<file path="src/rtl/stage5_merge_module_pkg.sv">
// stage5_merge_module_pkg: shared widths, FIFO depth and helpers for the stage-5 merge block.
package stage5_merge_module_pkg;
  localparam int MAX_MESSAGE_BITS      = 32;
  localparam int N_TYPE_CONTROL_W      = 4;
  localparam int MESSAGE_MUX_CONTROL_W = 4;
  localparam int MERGE_FIFO_DEPTH      = 8;
  localparam int OVF_CNT_W             = 16;
  function automatic logic [1:0] cnt3(input logic [2:0] v);
    return {1'b0, v[0]} + {1'b0, v[1]} + {1'b0, v[2]};
  endfunction
endpackage

</file>
<file path="src/rtl/stage5_merge_module_fifo.sv">
// msg_fifo_3w1r_module: FIFO with three prefix-packed write ports and one read port.
module msg_fifo_3w1r_module
  import stage5_merge_module_pkg::*;
#(
  parameter int W     = 40,
  parameter int DEPTH = 8,
  localparam int AW   = $clog2(DEPTH),
  localparam int CW   = AW + 1
) (
  input  logic          clk,
  input  logic          rst_n,
  input  logic [2:0]    wr_valid_i,
  input  logic [W-1:0]  wr_data_i [3],
  input  logic          admit_i,
  input  logic          rd_en_i,
  output logic [W-1:0]  rd_data_o,
  output logic [CW-1:0] count_o
);
  logic [W-1:0]  mem_q [DEPTH];
  logic [AW-1:0] wr_ptr_q, wr_ptr_d, rd_ptr_q, rd_ptr_d;
  logic [CW-1:0] count_q, count_d;
  logic [1:0]    nwr;
  logic          pop;
  always_comb begin
    nwr      = admit_i ? cnt3(wr_valid_i) : 2'd0;
    pop      = rd_en_i && (count_q != '0);
    wr_ptr_d = wr_ptr_q + AW'(nwr);
    rd_ptr_d = rd_ptr_q + AW'(pop);
    count_d  = count_q + CW'(nwr) - CW'(pop);
  end
  always_ff @(posedge clk or negedge rst_n) begin
    if (!rst_n) begin
      wr_ptr_q <= '0;
      rd_ptr_q <= '0;
      count_q  <= '0;
    end else begin
      wr_ptr_q <= wr_ptr_d;
      rd_ptr_q <= rd_ptr_d;
      count_q  <= count_d;
    end
  end
  // Storage is unreset; stale entries are hidden by count.
  always_ff @(posedge clk) begin
    for (int k = 0; k < 3; k++)
      if (admit_i && wr_valid_i[k]) mem_q[wr_ptr_q + AW'(k)] <= wr_data_i[k];
  end
  assign rd_data_o = mem_q[rd_ptr_q];
  assign count_o   = count_q;
endmodule

</file>
<file path="src/rtl/stage5_merge_module.sv">
// stage5_merge_module: merges three parallel message slots into one in-order stream, dropping beats that do not fit.
module stage5_merge_module
  import stage5_merge_module_pkg::*;
#(
  parameter int MSG_W  = MAX_MESSAGE_BITS,
  parameter int TYPE_W = N_TYPE_CONTROL_W,
  parameter int MUX_W  = MESSAGE_MUX_CONTROL_W,
  parameter int DEPTH  = MERGE_FIFO_DEPTH
) (
  input  logic                   clk,
  input  logic                   rst_n,
  input  logic                   message_en_in,
  input  logic [MSG_W-1:0]       message_1_in,
  input  logic [MSG_W-1:0]       message_2_in,
  input  logic [MSG_W-1:0]       message_3_in,
  input  logic [TYPE_W-1:0]      N_type_control_m1_in,
  input  logic [TYPE_W-1:0]      N_type_control_m2_in,
  input  logic [TYPE_W-1:0]      N_type_control_m3_in,
  input  logic [MUX_W-1:0]       message_mux_control_m1_in,
  input  logic [MUX_W-1:0]       message_mux_control_m2_in,
  input  logic [MUX_W-1:0]       message_mux_control_m3_in,
  output logic                   msg_valid_out,
  input  logic                   msg_ready_in,
  output logic [MSG_W-1:0]       msg_data_out,
  output logic [TYPE_W-1:0]      msg_type_out,
  output logic [MUX_W-1:0]       msg_mux_out,
  output logic                   almost_full_out,
  output logic [$clog2(DEPTH):0] level_out,
  output logic [OVF_CNT_W-1:0]   overflow_cnt_out
);
  localparam int CW = $clog2(DEPTH) + 1;
  localparam int EW = MUX_W + TYPE_W + MSG_W;
  logic [2:0]           present, wr_valid;
  logic [EW-1:0]        slot [3];
  logic [EW-1:0]        wr_data [3];
  logic [EW-1:0]        head;
  logic [1:0]           npush;
  logic [CW-1:0]        count, free;
  logic                 admit;
  logic [OVF_CNT_W-1:0] ovf_q, ovf_d;
  always_comb begin
    present = {message_mux_control_m3_in != '0, message_mux_control_m2_in != '0,
               message_mux_control_m1_in != '0} & {3{message_en_in}};
    slot[0] = {message_mux_control_m1_in, N_type_control_m1_in, message_1_in};
    slot[1] = {message_mux_control_m2_in, N_type_control_m2_in, message_2_in};
    slot[2] = {message_mux_control_m3_in, N_type_control_m3_in, message_3_in};
    npush   = cnt3(present);
    // Compaction: port k carries the (k+1)-th present slot in slot order.
    wr_data[0] = present[0] ? slot[0] : present[1] ? slot[1] : slot[2];
    wr_data[1] = (present[0] && present[1]) ? slot[1] : slot[2];
    wr_data[2] = slot[2];
    wr_valid   = {npush == 2'd3, npush >= 2'd2, npush >= 2'd1};
    free       = CW'(DEPTH) - count;
    admit      = CW'(npush) <= free;
    ovf_d      = (!admit && ovf_q != '1) ? ovf_q + OVF_CNT_W'(1) : ovf_q;
  end
  always_ff @(posedge clk or negedge rst_n) begin
    if (!rst_n) ovf_q <= '0;
    else        ovf_q <= ovf_d;
  end
  msg_fifo_3w1r_module #(.W(EW), .DEPTH(DEPTH)) u_fifo (
    .clk        (clk),
    .rst_n      (rst_n),
    .wr_valid_i (wr_valid),
    .wr_data_i  (wr_data),
    .admit_i    (admit),
    .rd_en_i    (msg_ready_in),
    .rd_data_o  (head),
    .count_o    (count)
  );
  assign msg_valid_out                            = count != '0;
  assign {msg_mux_out, msg_type_out, msg_data_out} = msg_valid_out ? head : '0;
  assign almost_full_out                          = free < CW'(3);
  assign level_out                                = count;
  assign overflow_cnt_out                         = ovf_q;
endmodule
</file>
<file path="config.mk">
export PLATFORM = sky130hd
export DESIGN_NAME = stage5_merge_module
export DESIGN_NICKNAME = d
export VERILOG_FILES = /design/src/rtl/stage5_merge_module_pkg.sv /design/src/rtl/stage5_merge_module_fifo.sv /design/src/rtl/stage5_merge_module.sv
export SDC_FILE = /design/constraint.sdc
export NUM_CORES = 1
export LEC_CHECK = 0
export CORE_MARGIN = 2
export CORE_UTILIZATION = 30
export CTS_BUF_LIST = sky130_fd_sc_hd__clkbuf_2 sky130_fd_sc_hd__clkbuf_4 sky130_fd_sc_hd__clkbuf_8
export CTS_CLUSTER_DIAMETER = 150
export CTS_CLUSTER_SIZE = 8
export DETAILED_ROUTE_END_ITERATION = 16
export GPL_TIMING_DRIVEN = 1
export PLACE_DENSITY_LB_ADDON = 0.15
export SLEW_MARGIN = 20
export SYNTH_ARGS = -nofsm -noshare
export SYNTH_HDL_FRONTEND = slang
export SYNTH_SLANG_ARGS = --single-unit
export TNS_END_PERCENT = 30
</file>
<file path="constraint.sdc">
create_clock -name clk -period 7.46 [get_ports clk]
set_input_delay 1.492 -clock clk [delete_from_list [all_inputs] [get_ports clk]]
set_output_delay 1.492 -clock clk [all_outputs]
set_load 0.01 [all_outputs]
</file>
==> results of run 1 <==
[worst reg2reg max path, stage by stage, from the launching register on]
cell	delay [ns]
dfrtp_1	0.48
inv_1	0.10
ha_1	0.28
inv_1	0.06
ha_1	0.31
nor2b_1	0.15
o21a_1	0.19
buf_4	0.24
a21oi_4	0.80
buf_4	0.55
mux2_2	0.40
a21oi_1	0.15
[flip-flops by register name (all words and copies together), names as in the netlist]
name	count
u_fifo.count_o	4
u_fifo.mem_q	320
u_fifo.wr_ptr_q	3
overflow_cnt_out	16
u_fifo.rd_ptr_q	3
[kinds of logic after synthesis]
kind of cell | Yosys count
multiplexers | 153
adder cells (fa/ha/maj) | 19
XOR/XNOR | 21
AND/OR/NAND/NOR | 215
flip-flops | 346
AO/OA/AOI/OAI | 742
buffers and inverters | 272
[worst max-delay path by stage]
stage	startpoint	end	slack, ns
2_1_floorplan	message_mux_control_m1_in[0]	u_fifo.mem_q[2][0]	-0.06
3_3_place_gp	message_mux_control_m3_in[2]	u_fifo.mem_q[4][11]	1.33
5_1_grt	message_mux_control_m3_in[1]	u_fifo.mem_q[4][9]	1.70
3_5_place_dp	message_mux_control_m3_in[1]	u_fifo.mem_q[0][18]	1.24
4_1_cts	message_mux_control_m3_in[1]	u_fifo.mem_q[0][18]	1.94
6_report	message_mux_control_m3_in[1]	u_fifo.mem_q[0][39]	1.85
[per-stage QoR]
stage          cell area, um2  power (mW)  cells  hold slack [ns]  utilization (%)
2_1_floorplan           21000        7.07   1768            0.477                -
3_3_place_gp            23600        9.28   2701            0.486             34.2
3_5_place_dp            23600        9.37   2702            0.488             34.2
4_1_cts                 24400        10.8   2761            0.501             35.3
5_1_grt                 24400        11.3   2761            0.526             35.3
6_report                24400        10.7   2762            0.500             35.3
[per-layer routing]
metal	global-route usage [%]	vias up	share of wire (%)
li1	-	7270	-
met1	31.5	8610	43
met2	37.4	775	47
met3	4.04	137	7.5
met4	7.30	2	2.9
met5	0	-	0.012
[layout make-up]
cell class	count	area, um2	area share, %
Sequential cell	346	10300	42.1
Multi-Input combinational cell	1150	9660	39.6
Timing Repair Buffer	255	2430	9.99
Tap cell	931	1160	4.78
Clock buffer	57	741	3.04
Inverter	20	75.1	0.308
Clock inverter	2	17.5	0.0719
Antenna cell	1	2.50	0.0103
[cells in the final DEF (no fill, tap or decap), drive strengths merged, types with 9 or more instances in the layout]
cell type      count
o22ai            290
a2bb2oi          280
a21oi            110
inv               21
nor2             118
o211ai            10
nand4              9
mux4              80
nand3             12
a21boi            11
buf               70
clkdlybuf4s50    185
dfrtp             26
mux2i             40
ha                15
edfxtp           320
mux2              33
clkbuf            57
xnor2             16
nand2             47
[power by group through the flow]
stage / logic, mW / registers, mW / clock network, mW
6_report: 5.55 / 3.77 / 1.40
3_3_place_gp: 5.49 / 3.79 / 0
2_1_floorplan: 3.51 / 3.57 / 0
4_1_cts: 5.58 / 3.77 / 1.44
5_1_grt: 5.93 / 3.84 / 1.50
3_5_place_dp: 5.57 / 3.81 / 0
==> results.cfg, run 1 <==
[pwr]
switchingPower_mw = 4.35
p_per_area_nw_per_um2 = 440
swShare_pct = 40.6
ir_drop_uv = 202
p_comb_share_pct = 51.8
p_leak_nw = 8.33
pwr-share-clk_pct = 13.0
seqPwrFrac_pct = 35.1
p_int_mw = 6.36

[clocking]
postCtsSetupRepairBufs = 0
numCtsBuffers = 49
cts.sinks = 346
cts_resized = 0
cts_tree = yes
h-tree-depth = 2
insertion_delay_ns = 0.65
clockBufferDepth = 3
cts-root-buf = clkbuf_8
clk_transition_reported_paths_ns = 0.07
holdBufCountCts = 0

[run]
maxCapViolCount = 0

[floorplanning]
fp-row-count = 96
start_util_pct = 30.4
dieArea_um2 = 72100
ios = 186
core-area_um2 = 68900
die-height_um = 268
die_w_um = 268

[timing]
fin_crit_sh_pct = 75.2
maxSlewViolCount = 0
slew-limit-headroom_pct = 29.3
fmax_mhz = 178
tns_ns = 0
tightestPinTransition_ns = 1.06
fin_crit_ns = 5.61
setup_viol = 0
rsz0062_at_grt = false
setup_ws_ns = 1.85
finalHoldViolCount = 0
skew_ns = 0.0407

[worst_setup_path]
crit_slowest_cell = a21oi_4
worstPathMaxFanout = 23
critical_path_depth = 12
endpoint_kind = flop
cp.arrival_ns = 6.07
crit_family = compound AO/OA/AOI/OAI gates
r2r_slack_ns = 3.59
crit_type = in -> reg
cp-start-kind = input port
rr_worst_depth = 11
r2r_end = u_fifo.mem_q[0][39]
required_ns = 7.92
crit_path_frequent_cell = buf_4
max_stage_delay_ns = 0.80
path_cells = clkdlybuf4s50_1 > o41a_1 > fa_1 > inv_1 > ha_1 > nand2_1 > o21a_1 > buf_4 > a21oi_4 > buf_4 > mux2_2 > a21oi_1
r2r-start = u_fifo.count_o[0]
path_buf_inv = 4

[drt]
drc = 0
drtIter0Drc = 1754
drt-vias-per-instance = 6.08
drt-pass1-iter-count = 5
wire_per_inst_um = 30.2
antenna_left = 0
vias = 16794
wirelength_um = 83500

[cells_and_area]
area_growth_pct = 16.1
fillCellCount = 6825
layout.nets = 1964
drive_above_1_share_pct = 15.6

[worst_hold_path]
holdPathStages = 1
hold_end = overflow_cnt_out[6]
hold_class = reg -> reg
hold_start = overflow_cnt_out[6]

[yosys]
yosysTopAreaCell = edfxtp_1
netlist_instances = 1768
yosys.area_share.xor_xnor_pct = 0.877
synth_most_common_cell = edfxtp_1
synth_top_family_by_area = compound AO/OA/AOI/OAI gates
ys_ff_latch = 346
muxShareOfSynthArea_pct = 12.3
synth_nets = 1910
synth_common_cells = edfxtp_1, o22ai_1, a2bb2oi_1, nor2_1, clkbuf_1
yosysWarnings = 0
synth_top_cell_area_share_pct = 45.8
synth_ff_type = edfxtp_1
synth-edff-count = 320
synth_area_leaders = edfxtp_1, a2bb2oi_1, o22ai_1
avgSynthCellArea_um2 = 11.9
async_reset_ff_share_pct = 7.51
synth_compound_area_share_pct = 26.3
synth-simple-area-share_pct = 4.35
synthAdderAreaFrac_pct = 1.23
synth_area_um2 = 21000
ys_seq_area_share_pct = 48.9
ys_types = 59

[global_route]
gr-usage-all-layers_pct = 23.1
grt_pass1_wl_um = 123000
antenna_found_initial = 1
grt_max_degree = 46
grt_pass1_vias = 17306
gr-total-overflow = 0

[placement]
pre_cts_slack_ns = 1.24
port_buffers = 185
hpwl_um = 50000
gp_congestion = 0.794

[outcome]
status = finished clean
Note: power is estimated with default switching activity, not from simulation.
==> run 2: changes to the inputs <==
==> constraint.sdc (replaced) <==
create_clock -name clk -period 5.7 [get_ports clk]
set_input_delay 1.14 -clock clk [delete_from_list [all_inputs] [get_ports clk]]
set_output_delay 1.14 -clock clk [all_outputs]
set_load 0.01 [all_outputs]
==> run 2 against run 1 <==
  * Total power is 34% higher
  * Via count is 3.3% higher
  * Sequential cell count stayed put
  * Routed wire length is 5.0% higher
  * Highest routed layer is now met4
==> results.cfg, run 2 (synthesized netlist as in run 1, its figures left out) <==
[cells_and_area]
layout.nets = 1980
area_growth_pct = 17.4
stdcell_count = 2779
fillCellCount = 6772
multi_input_area_um2 = 9660
regArea_um2 = 10300
largest_reg_flops = 320
drive_above_1_share_pct = 16.2
regMostFlops = u_fifo.mem_q
layout_commonest_cell = edfxtp_1
final_cell_mix = edfxtp_1, o22ai_1, a2bb2oi_1, clkdlybuf4s50_1, nor2_1

[drt]
drc = 0
drt-vias-per-instance = 6.24
wirelength_um = 87700
drtIter0Drc = 1650
wire_per_inst_um = 31.6
antenna_left = 0
vias = 17340
drt-pass1-iter-count = 5

[clocking]
cts_tree = yes
clk_transition_reported_paths_ns = 0.08
cts.sinks = 346
holdBufCountCts = 0
cts-root-buf = clkbuf_8
h-tree-depth = 2
postCtsSetupRepairBufs = 0
numCtsBuffers = 49
cts_resized = 0
clockBufferDepth = 3
insertion_delay_ns = 0.67

[worst_setup_path]
crit_slowest_cell = a21boi_4
endpoint_kind = flop
worstPathMaxFanout = 20
r2r-start = u_fifo.count_o[0]
path_cells = clkdlybuf4s50_1 > o41ai_4 > inv_2 > fa_1 > inv_1 > ha_1 > nand2_1 > o21a_1 > buf_12 > a2111o_2 > a21boi_4 > buf_4 > a2bb2oi_1
max_stage_delay_ns = 0.69
r2r_slack_ns = 2.14
r2r_end = u_fifo.mem_q[4][23]
required_ns = 6.20
cp.arrival_ns = 5.24
crit_type = in -> reg
rr_worst_depth = 6
cp-start-kind = input port

[floorplanning]
dieArea_um2 = 72100
ios = 186
fp-row-count = 96
start_util_pct = 30.4
die_w_um = 268
die-height_um = 268
core-area_um2 = 68900

[timing]
skew_ns = 0.0403
setup_ws_ns = 0.966
slew-limit-headroom_pct = 27.1
finalHoldWorstSlack_ns = 0.495
maxSlewViolCount = 0
fmax_mhz = 211
rsz0062_at_grt = false
fin_crit_ns = 4.73
tightestPinTransition_ns = 1.09
fin_crit_sh_pct = 83.1
setup_viol = 0
finalHoldViolCount = 0

[global_route]
grtUsageMet3_pct = 4.19
grt_max_degree = 46
met1_usage_pct = 33.2
gr-total-overflow = 0
grt_pass1_vias = 17703
grt_pass1_wl_um = 126000
antenna_found_initial = 1
met2_usage_pct = 37.9
busiest_layer = met2
gr-usage-all-layers_pct = 24.0

[pwr]
p_per_area_nw_per_um2 = 581
p_leak_nw = 8.46
ir_drop_uv = 380
power_mw = 14.3

[placement]
gp_congestion = 0.794
dp_cells = 2718
hpwl_um = 49900
pre_cts_slack_ns = 0.380
port_buffers = 185

[worst_hold_path]
hold_class = reg -> reg
holdPathStages = 1
hold_start = overflow_cnt_out[6]
hold_end = overflow_cnt_out[6]

[run]
maxCapViolCount = 0

[outcome]
status = finished clean
[run 2: worst max path at each step]
stage | from | end | slack [ns] | cells after the start
final | message_mux_control_m2_in[0] | u_fifo.mem_q[2][2] | 0.97 | 13
after global routing | u_fifo.rd_ptr_q[0] | msg_data_out[20] | 0.80 | 5
after CTS | u_fifo.rd_ptr_q[0] | msg_mux_out[2] | 0.87 | 5
after detailed placement | message_mux_control_m2_in[0] | u_fifo.mem_q[2][2] | 0.38 | 13
after global placement | message_mux_control_m2_in[0] | u_fifo.mem_q[1][35] | 0.48 | 14
after floorplan | message_mux_control_m1_in[0] | u_fifo.mem_q[1][0] | -0.66 | 10
[run 2: area by class of cell]
type                            instances  area share (%)
Clock buffer                           58            3.06
Antenna cell                            1          0.0102
Tap cell                              931            4.73
Timing Repair Buffer                  271            10.9
Sequential cell                       346            41.7
Multi-Input combinational cell       1150            39.2
Clock inverter                          2          0.0661
Inverter                               20           0.305
[run 2: worst max-delay path, delay by kind of cell]
family | cells | cell delay, ns
and+or+nand+nor | 1 | 0.07
adders and majority gates | 2 | 0.91
buffers and inverters | 5 | 1.39
AOI/OAI and AO/OA | 5 | 1.70
[run 2: report_power, final]
group,switching [mW],internal [mW],leakage [nW]
Clock,1.01,0.844,0.403
Sequential,0.549,4.35,3.27
Combinational,4.32,3.23,4.79
Total,5.88,8.42,8.46
[run 2: per-layer routing]
layer / share of wire [%] / vias up
met5: 0 / -
li1: - / 7315
met4: 3.3 / 0
met1: 42 / 8851
met2: 46 / 985
met3: 8.3 / 189
[run 2: stage by stage]
stage	TNS, ns	area [um2]	utilization, %
2_1_floorplan	-118.92	21000	-
3_3_place_gp	0	23800	34.6
3_5_place_dp	0	23800	34.6
4_1_cts	0	24600	35.7
5_1_grt	0	24600	35.7
6_report	0	24600	35.7
